<file path="src/rtl/mult_result_acc_pkg.sv">
// mult_pkg: shared state encoding, width defaults and clog2 for the result accumulator.
package mult_pkg;
    typedef enum logic {ACCUM, HOLD} state_t;
    localparam int D_IN_DEF = 8;
    localparam int PROD_W_DEF = 2 * D_IN_DEF;
    function automatic int clog2(input int v);
        int r;
        for (r = 0; (1 << r) < v; r++) begin end
        return r;
    endfunction
endpackage

</file>
<file path="src/rtl/mult_result_acc_if.sv">
// mult_result_acc_if: product input and sum valid/ready handshake.
interface mult_result_acc_if #(parameter int D_IN = 8, parameter int ACC_W = 18) ();
    logic done;
    logic signed [2*D_IN-1:0] M;
    logic signed [ACC_W-1:0] sum;
    logic sum_valid;
    logic sum_ready;
    modport master (input done, M, sum_ready, output sum, sum_valid);
    modport slave (output done, M, sum_ready, input sum, sum_valid);
endinterface

</file>
<file path="src/rtl/mult_result_acc_sat_add.sv">
// sat_add: signed adder; MULT_ACC_SAT_EN clamps overflow toward the operands' sign.
module sat_add #(parameter int W = 18) (
    input  logic signed [W-1:0] a,
    input  logic signed [W-1:0] b,
    output logic signed [W-1:0] y
);
    logic signed [W-1:0] s;
    assign s = a + b;
`ifdef MULT_ACC_SAT_EN
    logic ovf;
    always_comb begin
        ovf = (a[W-1] == b[W-1]) && (s[W-1] != a[W-1]);
        y = ovf ? (a[W-1] ? {1'b1, {(W-1){1'b0}}} : {1'b0, {(W-1){1'b1}}}) : s;
    end
`else
    assign y = s;
`endif
endmodule

</file>
<file path="src/rtl/mult_result_acc.sv">
// mult_result_acc: sums N_ACC booth_mult products and offers each sum on valid/ready.
// Build with MULT_ACC_SAT_EN for saturating instead of wrapping accumulation.
module mult_result_acc
    import mult_pkg::*;
#(
    parameter int D_IN = D_IN_DEF,
    parameter int N_ACC = 4,
    parameter int ACC_W = 18
) (
    input  logic clk,
    input  logic rst_n,
    input  logic clr,
    mult_result_acc_if.master bus,
    output logic [clog2(N_ACC):0] cnt,
    output logic overrun
);
    localparam int CW = clog2(N_ACC) + 1;
    localparam logic [CW-1:0] LAST = CW'(N_ACC - 1);
    state_t state, state_nxt;
    logic done_q, ev, hs, fin, take, drop;
    logic signed [2*D_IN-1:0] m;
    logic signed [ACC_W-1:0] acc, ext_m, add_out;
    assign m = bus.M;
    assign ext_m = ACC_W'(m);
    sat_add #(.W(ACC_W)) u_add (.a(acc), .b(ext_m), .y(add_out));
    always_comb begin
        ev = bus.done & ~done_q;
        hs = bus.sum_valid & bus.sum_ready;
        fin = (state == ACCUM) && (cnt == LAST);
        // in HOLD acc is already zero, so a product arriving with the handshake starts the next group
        take = ev && (state == ACCUM || hs);
        drop = ev && (state == HOLD) && !hs;
    end
    always_ff @(posedge clk or negedge rst_n) begin
        if (!rst_n) state <= ACCUM;
        else state <= state_nxt;
    end
    always_comb begin
        state_nxt = clr ? ACCUM
                  : (state == ACCUM) ? ((ev && fin) ? HOLD : ACCUM)
                  : (hs ? ACCUM : HOLD);
    end
    always_comb begin
        bus.sum_valid = (state == HOLD);
    end
    always_ff @(posedge clk or negedge rst_n) begin
        if (!rst_n) begin
            done_q <= 1'b0;
            acc <= '0;
            cnt <= '0;
            overrun <= 1'b0;
            bus.sum <= '0;
        end else begin
            done_q <= bus.done;
            if (clr) begin
                acc <= '0;
                cnt <= '0;
                overrun <= 1'b0;
            end else begin
                if (take) begin
                    acc <= fin ? '0 : add_out;
                    cnt <= fin ? '0 : cnt + 1'b1;
                end
                if (take && fin) bus.sum <= add_out;
                if (drop) overrun <= 1'b1;
            end
        end
    end
endmodule

</file>
<file path="src/flat_wrapper.sv">
// flat-port wrapper written by rule: the top's interface ports become plain ports
module mult_result_acc_flat import mult_pkg::*;
#(
    parameter int D_IN = D_IN_DEF,
    parameter int N_ACC = 4,
    parameter int ACC_W = 18
)
  (clk, rst_n, clr, cnt, overrun, bus_done, bus_M, bus_sum_ready, bus_sum, bus_sum_valid);
  mult_result_acc_if #(.D_IN(D_IN), .ACC_W(ACC_W)) bus_i ();
  input  logic clk;
  input  logic rst_n;
  input  logic clr;
  output logic [clog2(N_ACC):0] cnt;
  output logic overrun;
  input wire logic [$bits(bus_i.done)-1:0] bus_done;
  input wire logic [$bits(bus_i.M)-1:0] bus_M;
  input wire logic [$bits(bus_i.sum_ready)-1:0] bus_sum_ready;
  output wire logic [$bits(bus_i.sum)-1:0] bus_sum;
  output wire logic [$bits(bus_i.sum_valid)-1:0] bus_sum_valid;
  assign bus_i.done = bus_done;
  assign bus_i.M = bus_M;
  assign bus_i.sum_ready = bus_sum_ready;
  assign bus_sum = bus_i.sum;
  assign bus_sum_valid = bus_i.sum_valid;
  mult_result_acc #(.D_IN(D_IN), .N_ACC(N_ACC), .ACC_W(ACC_W)) u_core (.clk(clk), .rst_n(rst_n), .clr(clr), .bus(bus_i), .cnt(cnt), .overrun(overrun));
endmodule
</file>
<file path="config.mk">
export PLATFORM = sky130hd
export DESIGN_NAME = mult_result_acc_flat
export DESIGN_NICKNAME = d
export VERILOG_FILES = /design/src/rtl/mult_result_acc_pkg.sv /design/src/rtl/mult_result_acc_if.sv /design/src/rtl/mult_result_acc_sat_add.sv /design/src/rtl/mult_result_acc.sv /design/src/flat_wrapper.sv
export SDC_FILE = /design/constraint.sdc
export NUM_CORES = 1
export LEC_CHECK = 0
export ABC_AREA = 1
export CORE_MARGIN = 2
export CORE_UTILIZATION = 55
export CTS_CLUSTER_DIAMETER = 60
export DETAILED_ROUTE_END_ITERATION = 6
export GPL_TIMING_DRIVEN = 0
export PLACE_DENSITY = 0.95
export SLEW_MARGIN = 20
export SYNTH_ARGS = -nofsm -noshare
export SYNTH_HDL_FRONTEND = slang
export SYNTH_SLANG_ARGS = --single-unit
</file>
<file path="constraint.sdc">
create_clock -name clk -period 5.1 [get_ports clk]
set_input_delay 1.53 -clock clk [delete_from_list [all_inputs] [get_ports clk]]
set_output_delay 1.53 -clock clk [all_outputs]
set_load 0.03 [all_outputs]
</file>
==> flow_summary.json, run 1 <==
{
  "die_y_um": 71.6,
  "grt_pass1_wl_um": 10300,
  "min_path_cells": 2,
  "layout.cell_area.non_filler_um2": 3130,
  "syn-instance-count": 330,
  "clock_buffers_created_by_tritoncts": 5,
  "crit_top_cell": "nand2_1",
  "regToRegStartpoint": "u_core.acc[0]",
  "critical_path_cell_list": "clkdlybuf4s50_1 -> ha_1 -> fa_1 -> nand3_1 -> nand2_1 -> nand2_1 -> nand2_1 -> a21oi_1 -> nand2_1 -> nand3_1 -> nand2_1",
  "cp_num_buf_inv": 1,
  "slew_violations": 0,
  "ir_worst_vdd_mv": 0.410,
  "reg2reg_depth": 10,
  "fmax_mhz": 296,
  "clock_skew_ns": 0.0111,
  "cts.path.max_buffers": 2,
  "postCtsSetupRepairBufs": 0,
  "rrSetupSlack_ns": 2.97,
  "port_buffers": 43,
  "critPathCaptureType": "register",
  "grt.total_usage_pct": 26.0,
  "grt_start_max_net_pins": 23,
  "hold_path_end": "u_core.bus.sum[16]",
  "gpl.final_weighted_congestion": 0.963,
  "area_growth_pct": 24.4,
  "yosys.area.top_type": "dfrtp_1",
  "via_count": 2389,
  "synth_sequential_area_ratio_pct": 41.8,
  "worstPathArrival_ns": 3.57,
  "drt_pre_antenna_iters": 7,
  "asyncSetResetFlopFracSynth_pct": 100,
  "first_global_vias": 2285,
  "synth_top_cells_by_area": "dfrtp_1, nand2_1, ha_1",
  "die_w_um": 71.6,
  "finalCriticalPeriod_ns": 3.38,
  "grt_antenna_before_repair": 0,
  "layout-drive-gt1-share_pct": 4.71,
  "synth_cell_types": 24,
  "synth_top_area_share_pct": 41.8,
  "power.density_nw_per_um2": 516,
  "cp_required_ns": 5.29,
  "syn-mean-instance-area_um2": 7.62,
  "setup_repair_after_global_routing_missed_its_margin": "no",
  "ios": 44,
  "timing.critical_path.fanout_max": 4,
  "slew_headroom_pct": 65.1,
  "nFillCells": 316,
  "drc_errors": 0,
  "ant_nets": 0,
  "post_syn_nets": 370,
  "dp_hpwl_um": 4490,
  "cts-root-buf": "clkbuf_8",
  "synth.ff_latch_count": 42,
  "routed_wl_um": 6130,
  "wl_per_cell_um": 14.1,
  "worstReg2RegEnd": "u_core.bus.sum[12]",
  "drt-initial-drc-count": 259,
  "regArea_um2": 1050,
  "cts_repair_resize_count": 0,
  "total_leakage_power_nw": 1.64,
  "timing.critical_path.slowest_stage_cell": "fa_1",
  "setup.worst_path.class": "in -> reg",
  "clk_latency_ns": 0.30,
  "fin_nets": 421,
  "cts.sink_count": 42,
  "multi_input_area_um2": 1320,
  "synth_ff_type": "dfrtp_1",
  "worst_path_largest_cell_delay_ns": 0.42,
  "cts_tree": "yes",
  "status": "complete, no violations",
  "layout.core_utilization_pct": 71.3,
  "initial_standard_cell_utilization_of_the_core_pct": 57.3,
  "post_cts_hold_buffer_count": 0,
  "path_delay_family": "simple AND/OR/NAND/NOR gates",
  "start_kind": "input port",
  "design.core.area_um2": 4380,
  "tns_ns": 0,
  "yosys.cell_count.top_type": "nand2_1",
  "detailed_place.area_um2": 3030,
  "yosys-top-cells-count": "nand2_1, dfrtp_1, inv_1",
  "finalSetupViolations": 0,
  "design_power_total_mw": 1.61,
  "htreeDepth": 2,
  "min_path_type": "reg -> reg",
  "hold_path.startpoint": "u_core.bus.sum[16]",
  "yosys_warnings": 0,
  "grt-ovfl-total": 0,
  "cts.reportedPaths.clkPinSlew_ns": 0.08,
  "post-route-period-util_pct": 66.3,
  "worst_pin_slew_ns": 0.523,
  "die-area_um2": 5130,
  "via_per_inst": 5.50,
  "placementRows": 24,
  "hold_viol": 0,
  "post_synth_edffs": 0,
  "cell_area_after_synthesis_um2": 2510,
  "max-cap-violations": 0,
  "antenna_cells": 0,
  "worst_hold_slack_ns": 0.483
}
## per-layer routing
layer	vias up	track usage [%]	share of wire, %
li1	1173	-	-
met1	1062	35.9	44
met2	121	41.5	46
met3	33	3.80	6.5
met4	0	10.5	4.0
met5	-	0	0
## worst max-delay path by stage
stage	startpoint	end	cells after the start
floorplan	bus_M[0]	u_core.acc[12]	10
global placement	rst_n	u_core.acc[13]	1
detailed placement	bus_M[0]	u_core.bus.sum[12]	11
CTS	bus_M[0]	u_core.bus.sum[12]	12
global route	bus_M[0]	u_core.bus.sum[12]	12
finish	bus_M[0]	u_core.bus.sum[12]	11
## power by group
group	internal, mW	leakage (nW)	total (mW)	switching [mW]
clock	0.109	0.0472	0.232	0.123
sequential	0.446	0.556	0.515	0.0693
combinational	0.334	1.03	0.866	0.532
total	0.889	1.64	1.61	0.725
## through the flow
stage | setup slack (ns) | cells
floorplan | 2.17 | 330
CTS | 1.79 | 434
finish | 1.72 | 434
global route | 1.63 | 434
detailed placement | 1.50 | 426
global placement | 1.45 | 425
## placed cells by master (no fill, tap or decap), drive strengths merged, types with 2 or more instances in the layout
master,n
and2,2
clkbuf,8
nor3,2
nand3,27
a21oi,16
o21ai,22
nor2,19
ha,18
dfrtp,42
nand3b,7
inv,29
clkdlybuf4s50,42
a22o,4
nand2,126
xnor2,5
xor2,3
buf,6
## state kept, by name (all words and copies together) (netlist names)
register / cells
u_core.bus.sum: 18
u_core.overrun: 1
u_core.acc: 18
u_core.cnt: 3
u_core.bus.sum_valid: 1
u_core.done_q: 1
## layout make-up
class / count / area share [%]
clock inverter: 2 / 0.400
tap: 52 / 2.08
sequential: 42 / 33.6
clock buffer: 6 / 2.64
multi-input combinational: 253 / 42.1
buffer: 6 / 1.16
inverter: 29 / 3.48
timing repair buffer: 44 / 14.5
## cells by family after synthesis
group                      share of synthesized area (%)
AOI/OAI and AO/OA                                   8.96
xor gates and xnor gates                            2.79
and+or+nand+nor                                     30.9
buffers and inverters                               5.77
DFF                                                 41.8
adders and majority gates                           9.76
## tightest hold or removal path, stage by stage (launching register included)
cell and delay, ns:
dfrtp_1 0.34, nand2_1 0.05, nand2_1 0.06
Power figures use the tool's default switching activity.
==> inputs of run 2 (changes only) <==
--- a/config.mk
+++ b/config.mk
@@ -7,11 +7,11 @@
 export LEC_CHECK = 0
 export ABC_AREA = 1
 export CORE_MARGIN = 2
-export CORE_UTILIZATION = 55
+export CORE_UTILIZATION = 48
 export CTS_CLUSTER_DIAMETER = 60
 export DETAILED_ROUTE_END_ITERATION = 6
 export GPL_TIMING_DRIVEN = 0
-export PLACE_DENSITY = 0.95
+export PLACE_DENSITY = 0.89
 export SLEW_MARGIN = 20
 export SYNTH_ARGS = -nofsm -noshare
 export SYNTH_HDL_FRONTEND = slang
==> constraint.sdc (replaced) <==
create_clock -name clk -period 3 [get_ports clk]
set_input_delay 0.9 -clock clk [delete_from_list [all_inputs] [get_ports clk]]
set_output_delay 0.9 -clock clk [all_outputs]
set_load 0.03 [all_outputs]
==> flow_summary.json, run 2 (synthesis results as in run 1) <==
{
  "cts.sink_count": 42,
  "detailed_place.area_um2": 3050,
  "finalCriticalPeriod_ns": 2.68,
  "dp_hpwl_um": 4460,
  "grt_antenna_before_repair": 0,
  "first_global_vias": 2323,
  "wl_per_cell_um": 13.0,
  "fin_nets": 421,
  "worstPathArrival_ns": 2.86,
  "total_leakage_power_nw": 1.63,
  "design_power_total_mw": 2.68,
  "cts_repair_resize_count": 0,
  "ant_nets": 0,
  "cts.reportedPaths.clkPinSlew_ns": 0.07,
  "layout_common_cells": "nand2_1, clkdlybuf4s50_1, dfrtp_1",
  "clock_skew_ns": 0.0157,
  "setup.worst_path.class": "in -> reg",
  "antenna_cells": 0,
  "drt-initial-drc-count": 153,
  "critPathCaptureType": "register",
  "via_count": 2327,
  "setup_repair_after_global_routing_missed_its_margin": "no",
  "fmax_mhz": 373,
  "critical_path_cell_list": "clkdlybuf4s50_1 -> ha_1 -> fa_1 -> nand3_1 -> nand2_1 -> nand2_1 -> nand2_1 -> a21oi_1 -> nand2_1 -> nand3_1 -> nand2_1",
  "start_kind": "input port",
  "cts_tree": "yes",
  "cts-root-buf": "clkbuf_8",
  "nFillCells": 437,
  "clk_latency_ns": 0.30,
  "die_y_um": 76.4,
  "area_growth_pct": 24.6,
  "worst_path_largest_cell_delay_ns": 0.43,
  "design.core.area_um2": 5070,
  "max-cap-violations": 0,
  "biggestRegsByFlops": "u_core.acc x18, u_core.bus.sum x18, u_core.cnt x3",
  "routed_wl_um": 5890,
  "placementRows": 26,
  "status": "complete, no violations",
  "cp_required_ns": 3.18,
  "slew_headroom_pct": 64.5,
  "slew_violations": 0,
  "gpl.final_weighted_congestion": 0.918,
  "power.density_nw_per_um2": 855,
  "layout.cell_area.non_filler_um2": 3130,
  "drc_errors": 0,
  "layout_commonest_cell": "nand2_1",
  "port_buffers": 43,
  "post-route-period-util_pct": 89.3,
  "hold_viol": 0,
  "ios": 44,
  "ir_worst_vdd_mv": 0.520,
  "htreeDepth": 2,
  "timing.critical_path.fanout_max": 4,
  "grt_pass1_wl_um": 10400,
  "grt-ovfl-total": 0,
  "finalSetupViolations": 0,
  "worst_pin_slew_ns": 0.532,
  "clock_buffers_created_by_tritoncts": 5,
  "die-area_um2": 5830,
  "drt_pre_antenna_iters": 4,
  "postCtsSetupRepairBufs": 0,
  "crit_top_cell": "nand2_1",
  "via_per_inst": 5.15,
  "layout-drive-gt1-share_pct": 4.45,
  "cts.path.max_buffers": 2,
  "die_w_um": 76.4,
  "initial_standard_cell_utilization_of_the_core_pct": 49.5,
  "post_cts_hold_buffer_count": 0,
  "grt.total_usage_pct": 22.0,
  "min_path_type": "reg -> reg",
  "timing.critical_path.slowest_stage_cell": "fa_1",
  "grt_start_max_net_pins": 28
}
[run 2: changes by cell type in the layout (fill, tap and decap cells not counted)]
cell and change:
buf_12 +1, buf_16 -1, clkbuf_1 +1, clkbuf_8 -1, clkinv_4 +1, clkinvlp_4 -1
[run 2: layout make-up]
| type | count | area (µm²) | share of cell area [%] |
|---|---|---|---|
| clock buffers | 6 | 72.6 | 2.32 |
| inverters | 29 | 109 | 3.47 |
| repair buffers | 44 | 445 | 14.2 |
| well taps | 70 | 87.6 | 2.80 |
| plain buffers | 6 | 36.3 | 1.16 |
| multi-input cells | 253 | 1320 | 42.1 |
| flip-flops and latches | 42 | 1050 | 33.5 |
| clock inverters | 2 | 13.8 | 0.439 |
[run 2: worst paths after layout]
path / start / to / slack (ns) / cells after the start
max: bus_M[0] / u_core.acc[12] / 0.32 / 11
min: u_core.bus.sum[16] / u_core.bus.sum[16] / 0.48 / 2
max reg2reg: u_core.acc[0] / u_core.acc[12] / 0.94 / 10
min reg2reg: u_core.bus.sum[16] / u_core.bus.sum[16] / 0.48 / 2
max in group asynchronous: rst_n / u_core.acc[10] / 2.01 / 2
min in group asynchronous: rst_n / u_core.acc[5] / 0.51 / 1
[run 2: critical path: cells and delay by family]
| kind | cells | cell delay [ns] |
|---|---|---|
| compound gates | 1 | 0.20 |
| fa+ha+maj | 2 | 0.70 |
| buf+inv | 1 | 0.40 |
| simple gates | 7 | 0.65 |
[run 2: report_power, final]
group	total [mW]	switching, mW	internal [mW]	leakage, nW
Clock	0.369	0.205	0.165	0.0452
Combinational	1.44	0.875	0.565	1.03
Sequential	0.870	0.112	0.757	0.556
[run 2: layer usage]
layer | global-route usage (%) | up-vias | wire, µm
met4 | 7.45 | 0 | 69
met5 | 0 | - | 0
met3 | 3.79 | 6 | 318
met2 | 37.2 | 65 | 2790
met1 | 28.6 | 1077 | 2710
li1 | - | 1179 | -
[run 2: stage by stage]
step / util [%] / setup TNS (ns) / hold WS, ns / std cells / setup slack, ns
after CTS: 61.7 / 0 / 0.487 / 452 / 0.319
after floorplan: - / 0 / 0.453 / 330 / 0.698
after global placement: 59.7 / -1.08 / 0.465 / 443 / -0.0275
after detailed placement: 60.0 / 0 / 0.465 / 444 / 0.0488
final: 61.7 / 0 / 0.478 / 452 / 0.322
after global routing: 61.7 / 0 / 0.503 / 452 / 0.160
